--- src/rtl/fire_pkg.sv ---
// fire_pkg: shared types and address helper for the fire2 squeeze ofm writer
package fire_pkg;
  localparam int WIDTH = 16;
  typedef enum logic [1:0] {IDLE, WRITE, DONE} state_e;
  function automatic int unsigned ofm_addr(input int unsigned base, input int unsigned ch,
                                           input int unsigned pix, input int unsigned pixels);
    return base + ch * pixels + pix;
  endfunction
endpackage

--- src/rtl/fire2_squeeze_ofm_writer.sv ---
// fire2_squeeze_ofm_writer: serializes parallel ofm samples into channel-major activation RAM writes
module fire2_squeeze_ofm_writer
  import fire_pkg::*;
#(
  parameter int WOUT      = 64,
  parameter int CH        = 16,
  parameter int WIDTH     = fire_pkg::WIDTH,
  parameter int BASE_ADDR = 0,
  parameter int ADDR_W    = 16
) (
  input  logic              clk,
  input  logic              rst,
  input  logic              clear_i,
  input  logic              sample_i,
  input  logic [WIDTH-1:0]  ofm_i [0:CH-1],
  output logic              ram_we_o,
  output logic [ADDR_W-1:0] ram_addr_o,
  output logic [WIDTH-1:0]  ram_data_o,
  output logic              ram_feedback_o,
  output logic              busy_o,
  output logic              done_o,
  output logic              overflow_o
);
  localparam int unsigned PIXELS = WOUT * WOUT;
  localparam int CH_W  = CH > 1 ? $clog2(CH) : 1;
  localparam int PIX_W = PIXELS > 1 ? $clog2(PIXELS) : 1;
  state_e              state_q, state_d;
  logic [CH_W-1:0]     ch_q, ch_d;
  logic [PIX_W-1:0]    pix_q, pix_d;
  logic                hold_v_q, hold_v_d;
  logic                we_q, we_d;
  logic [ADDR_W-1:0]   addr_q, addr_d;
  logic [WIDTH-1:0]    data_q, data_d;
  logic                last_q, last_d;
  logic                fb_q, fb_d;
  logic                ovf_q, ovf_d;
  logic                load, capture, drop;
  logic [WIDTH-1:0]    hold_q  [0:CH-1];
  logic [WIDTH-1:0]    shift_q [0:CH-1];
  // Sequencing: hand hold to shift, walk channels then pixels, stop in DONE after the final pixel
  always_comb begin
    state_d = state_q;
    ch_d    = ch_q;
    pix_d   = pix_q;
    load    = 1'b0;
    we_d    = 1'b0;
    addr_d  = addr_q;
    data_d  = data_q;
    last_d  = 1'b0;
    if (state_q == IDLE && hold_v_q) begin
      load    = 1'b1;
      ch_d    = '0;
      state_d = WRITE;
    end else if (state_q == WRITE) begin
      we_d   = 1'b1;
      addr_d = ADDR_W'(ofm_addr(BASE_ADDR, 32'(ch_q), 32'(pix_q), PIXELS));
      data_d = shift_q[ch_q];
      if (ch_q == CH_W'(CH - 1)) begin
        ch_d  = '0;
        pix_d = pix_q + 1'b1;
        if (pix_q == PIX_W'(PIXELS - 1)) begin
          pix_d   = '0;
          state_d = DONE;
          last_d  = 1'b1;
        end else if (hold_v_q) begin
          load = 1'b1;
        end else begin
          state_d = IDLE;
        end
      end else begin
        ch_d = ch_q + 1'b1;
      end
    end
    capture  = sample_i && !clear_i && state_q != DONE && (!hold_v_q || load);
    drop     = sample_i && !clear_i && state_q != DONE && hold_v_q && !load;
    hold_v_d = capture ? 1'b1 : (load ? 1'b0 : hold_v_q);
    ovf_d    = ovf_q || drop;
    fb_d     = last_q;
  end
  // Control state and registered outputs; clear_i restarts the pass like rst but synchronously
  always_ff @(posedge clk or posedge rst) begin
    if (rst) begin
      state_q  <= IDLE;
      ch_q     <= '0;
      pix_q    <= '0;
      hold_v_q <= 1'b0;
      we_q     <= 1'b0;
      addr_q   <= '0;
      data_q   <= '0;
      last_q   <= 1'b0;
      fb_q     <= 1'b0;
      ovf_q    <= 1'b0;
    end else if (clear_i) begin
      state_q  <= IDLE;
      ch_q     <= '0;
      pix_q    <= '0;
      hold_v_q <= 1'b0;
      we_q     <= 1'b0;
      addr_q   <= '0;
      data_q   <= '0;
      last_q   <= 1'b0;
      fb_q     <= 1'b0;
      ovf_q    <= 1'b0;
    end else begin
      state_q  <= state_d;
      ch_q     <= ch_d;
      pix_q    <= pix_d;
      hold_v_q <= hold_v_d;
      we_q     <= we_d;
      addr_q   <= addr_d;
      data_q   <= data_d;
      last_q   <= last_d;
      fb_q     <= fb_d;
      ovf_q    <= ovf_d;
    end
  end
  // Word storage needs no reset: the valid bit and state gate every use
  always_ff @(posedge clk) begin
    if (capture) hold_q <= ofm_i;
    if (load) shift_q <= hold_q;
  end
  assign ram_we_o       = we_q;
  assign ram_addr_o     = addr_q;
  assign ram_data_o     = data_q;
  assign ram_feedback_o = fb_q;
  assign busy_o         = hold_v_q || state_q == WRITE;
  assign done_o         = state_q == DONE;
  assign overflow_o     = ovf_q;
endmodule
--- config.mk ---
export PLATFORM = sky130hd
export DESIGN_NAME = fire2_squeeze_ofm_writer
export DESIGN_NICKNAME = d
export VERILOG_FILES = /design/src/rtl/fire_pkg.sv /design/src/rtl/fire2_squeeze_ofm_writer.sv
export SDC_FILE = /design/constraint.sdc
export NUM_CORES = 1
export LEC_CHECK = 0
export ABC_CLOCK_PERIOD_IN_PS = 10540
export BUFFER_PORTS_ARGS = -buffer_cell sky130_fd_sc_hd__buf_2
export CAP_MARGIN = 20
export CORE_MARGIN = 2
export CORE_UTILIZATION = 56
export CTS_BUF_LIST = sky130_fd_sc_hd__clkbuf_4 sky130_fd_sc_hd__clkbuf_8 sky130_fd_sc_hd__clkbuf_16
export DETAILED_ROUTE_END_ITERATION = 10
export PLACE_DENSITY = 0.82
export RECOVER_POWER = 25
export SLEW_MARGIN = 25
export SYNTH_ARGS = -nofsm -noshare
export SYNTH_HDL_FRONTEND = slang
export SYNTH_SLANG_ARGS = --single-unit
export TNS_END_PERCENT = 20
--- constraint.sdc ---
create_clock -name clk -period 10.54 [get_ports clk]
set_input_delay 1.054 -clock clk [delete_from_list [all_inputs] [get_ports clk]]
set_output_delay 1.054 -clock clk [all_outputs]
set_load 0.005 [all_outputs]
==> results_dict.tcl <==
set metrics [dict create \
    final_layout_size_suffix_gt1_frac 0.346 \
    ant_nets 0 \
    floorplan.core_area_um2 34700 \
    rows 68 \
    critical_path_peak_fanout 87 \
    cts.htree.levels 2 \
    slew_at_the_pin_closest_to_its_max_slew_limit_ns 1.06 \
    routed_wire_length_per_instance_um 21.9 \
    root_buffer "clkbuf_16" \
    grt_first_pass_wirelength_um 57600 \
    netlist_area_um2 19800 \
    grt_pass1_vias 10080 \
    cts_repair_resized_insts 0 \
    cts-hold-fix-buffers 0 \
    power_leakage_nw 8.36 \
    total_power_mw 4.66 \
    number_of_synthesized_register_bits 567 \
    final_common_cell "edfxtp_1" \
    mostFrequentLayoutCells "edfxtp_1 (512), buf_2 (296), mux2i_1 (80)" \
    critPathKind "flop to flop" \
    initial_core_util 0.572 \
    r2r_slack_ns 6.24 \
    nFillCells 2202 \
    synth_cell_type_count 47 \
    cts_num_sinks 567 \
    tritoncts.num_buffers 53 \
    drt_iter0_drc 855 \
    netlist_instances 942 \
    drt_first_pass_iters 5 \
    die_width_um 192 \
    status "completed" \
    synth-async-reset-ratio 0.0970 \
    fin_worst_skew_ns 0.0151 \
    remaining_drc_errors 0 \
    final_cell_area_um2 23500 \
    sequential_cell_area_um2 16800 \
    dpl.hpwl_um 24700 \
    worstPathRequired_ns 10.73 \
    routed-via-count 9816 \
    clk_latency_ns 0.56 \
    clk_pin_slew_ns 0.06 \
    fin_crit_sh 0.408 \
    power_density_nw_per_um2 198 \
    floorplan.die.height_um 192 \
    global_route.overflow_total 0 \
    postLayoutCoreUtil 0.678 \
    place_inst 1664 \
    grt_antenna_before_repair 1 \
    timing.final.crit_period_ns 4.30 \
    critical_path.endpoint_type "flop" \
    cts_buffer_depth 3 \
    drv_cap 0 \
    final-instance-count-excl-fill 1765 \
    setup_violations 0 \
    totalWireLength_um 38700 \
    postSynthNetCount 1204 \
    fin_worst_hold_slack_ns 0.413 \
    final_nets 1526 \
    area.growth.synth_to_final_pct 18.7 \
    holdCritPathClass "flop to flop" \
    synth_area_per_cell_um2 21.1 \
    placedInstanceArea_um2 21800 \
    count_of_flip_flops_with_a_built_in_enable_after_synthesis 512 \
    post_cts.repair.setup_buffers 0 \
    io_pins 297 \
    synth-seq-area-share 0.844 \
    dominantRegCellSynth "edfxtp_1" \
    tritoncts_clock_tree "done" \
    max-vdd-ir-drop_mv 0.148 \
    numPortBuffers 296 \
    globalRouteTotalUtil 0.212 \
    fmax_ghz 0.233 \
    timing.final.max_slew_violations 0 \
    yosysWarnings 0 \
    rsz_0062_raised_after_global_routing "no" \
    grt_max_degree 93 \
    die-area_um2 36900 \
    setup_tns_ns 0 \
    dp_worst_setup_slack_ns 5.94 \
    timing.final.hold_violations 0 \
    startpoint_type "flop" \
    gp_congestion 0.831 \
    layout_setup_ws_ns 6.24 \
    timing.max_slew.rel_slack 0.293 \
    multi_input_area_um2 2870 \
    detail_route.vias_per_cell 5.56 \
    cp_data_arrival_time_ns 4.49 \
]
## power by group
group	internal [mW]	switching (mW)
registers	2.56	0.0346
logic	0.0781	0.115
clock network	1.10	0.768
## layer usage
metal	track usage	up-vias	routed length, µm
li1	-	4428	-
met1	0.282	4916	15200
met2	0.357	404	19800
met3	0.0384	68	2680
met4	0.0716	0	1030
met5	0	-	0
## worst max-delay path: stages (launching register included)
cell,delay [ns]
dfrtp_4,1.03
ha_1,0.45
nand3_1,0.25
o21ai_1,0.29
o21a_4,0.40
buf_4,0.71
buf_6,0.68
## Yosys cell counts (all sizes together) (2+ instances only)
| cell type | count | area share |
|---|---|---|
| ha | 2 | 0.0013 |
| a21oi | 30 | 0.0078 |
| dfrtp | 55 | 0.069 |
| a32oi | 16 | 0.0071 |
| mux4 | 32 | 0.036 |
| a22oi | 34 | 0.013 |
| nand3 | 7 | 0.0018 |
| o31ai | 4 | 0.0015 |
| o2111ai | 2 | 0.00088 |
| nor2 | 12 | 0.0023 |
| o21ai | 24 | 0.0061 |
| nor3 | 6 | 0.0018 |
| or3 | 7 | 0.0023 |
| clkbuf | 15 | 0.0028 |
| nand2 | 40 | 0.0076 |
| inv | 7 | 0.0013 |
| or2 | 2 | 0.00063 |
| nand4 | 4 | 0.0016 |
| mux2i | 80 | 0.040 |
| nor2b | 4 | 0.0013 |
| and2 | 2 | 0.00063 |
| or4 | 4 | 0.0017 |
| buf | 24 | 0.0085 |
| edfxtp | 512 | 0.77 |
| nand2b | 3 | 0.00095 |
## final cells by class
class / instances / share of cell area
Sequential cell: 567 / 0.712
Multi-Input combinational cell: 329 / 0.122
Timing Repair Buffer: 306 / 0.0667
Clock buffer: 73 / 0.0643
Tap cell: 455 / 0.0242
Clock inverter: 26 / 0.00999
Inverter: 7 / 0.00112
Antenna cell: 2 / 0.000213
## path summary, 6_finish.rpt
path                                        from                        end  cells after the start
max                          ch_q[0]$_DFFE_PP0P_        hold_q[9]$_DFFE_PP_                      6
min                        hold_q[207]$_DFFE_PP_     shift_q[207]$_DFFE_PP_                      0
max reg2reg                  ch_q[0]$_DFFE_PP0P_        hold_q[9]$_DFFE_PP_                      6
min reg2reg                hold_q[207]$_DFFE_PP_     shift_q[207]$_DFFE_PP_                      0
max in group asynchronous                    rst        ch_q[0]$_DFFE_PP0P_                      3
min in group asynchronous                    rst  ram_addr_o[9]$_DFFE_PP0P_                      3
## cells by family after synthesis
logic type / Yosys count / share of synthesized area
compound gates: 118 / 0.0400
fa+ha+maj: 2 / 0.00126
flops: 567 / 0.844
xor+xnor: 2 / 0.000883
mux: 113 / 0.0773
buf+inv: 46 / 0.0127
simple gates: 94 / 0.0236
## flip-flops by register name, indices dropped and copies added, names as in the netlist
register and flops:
overflow_o 1, ram_we_o 1, pix_q 12, state_q 2
ch_q 4, ram_feedback_o 1, ram_addr_o 16, ram_data_o 16
shift_q 256, hold_v_q 1, hold_q 256, fb_d 1
Note: power is estimated with default switching activity, not from simulation.
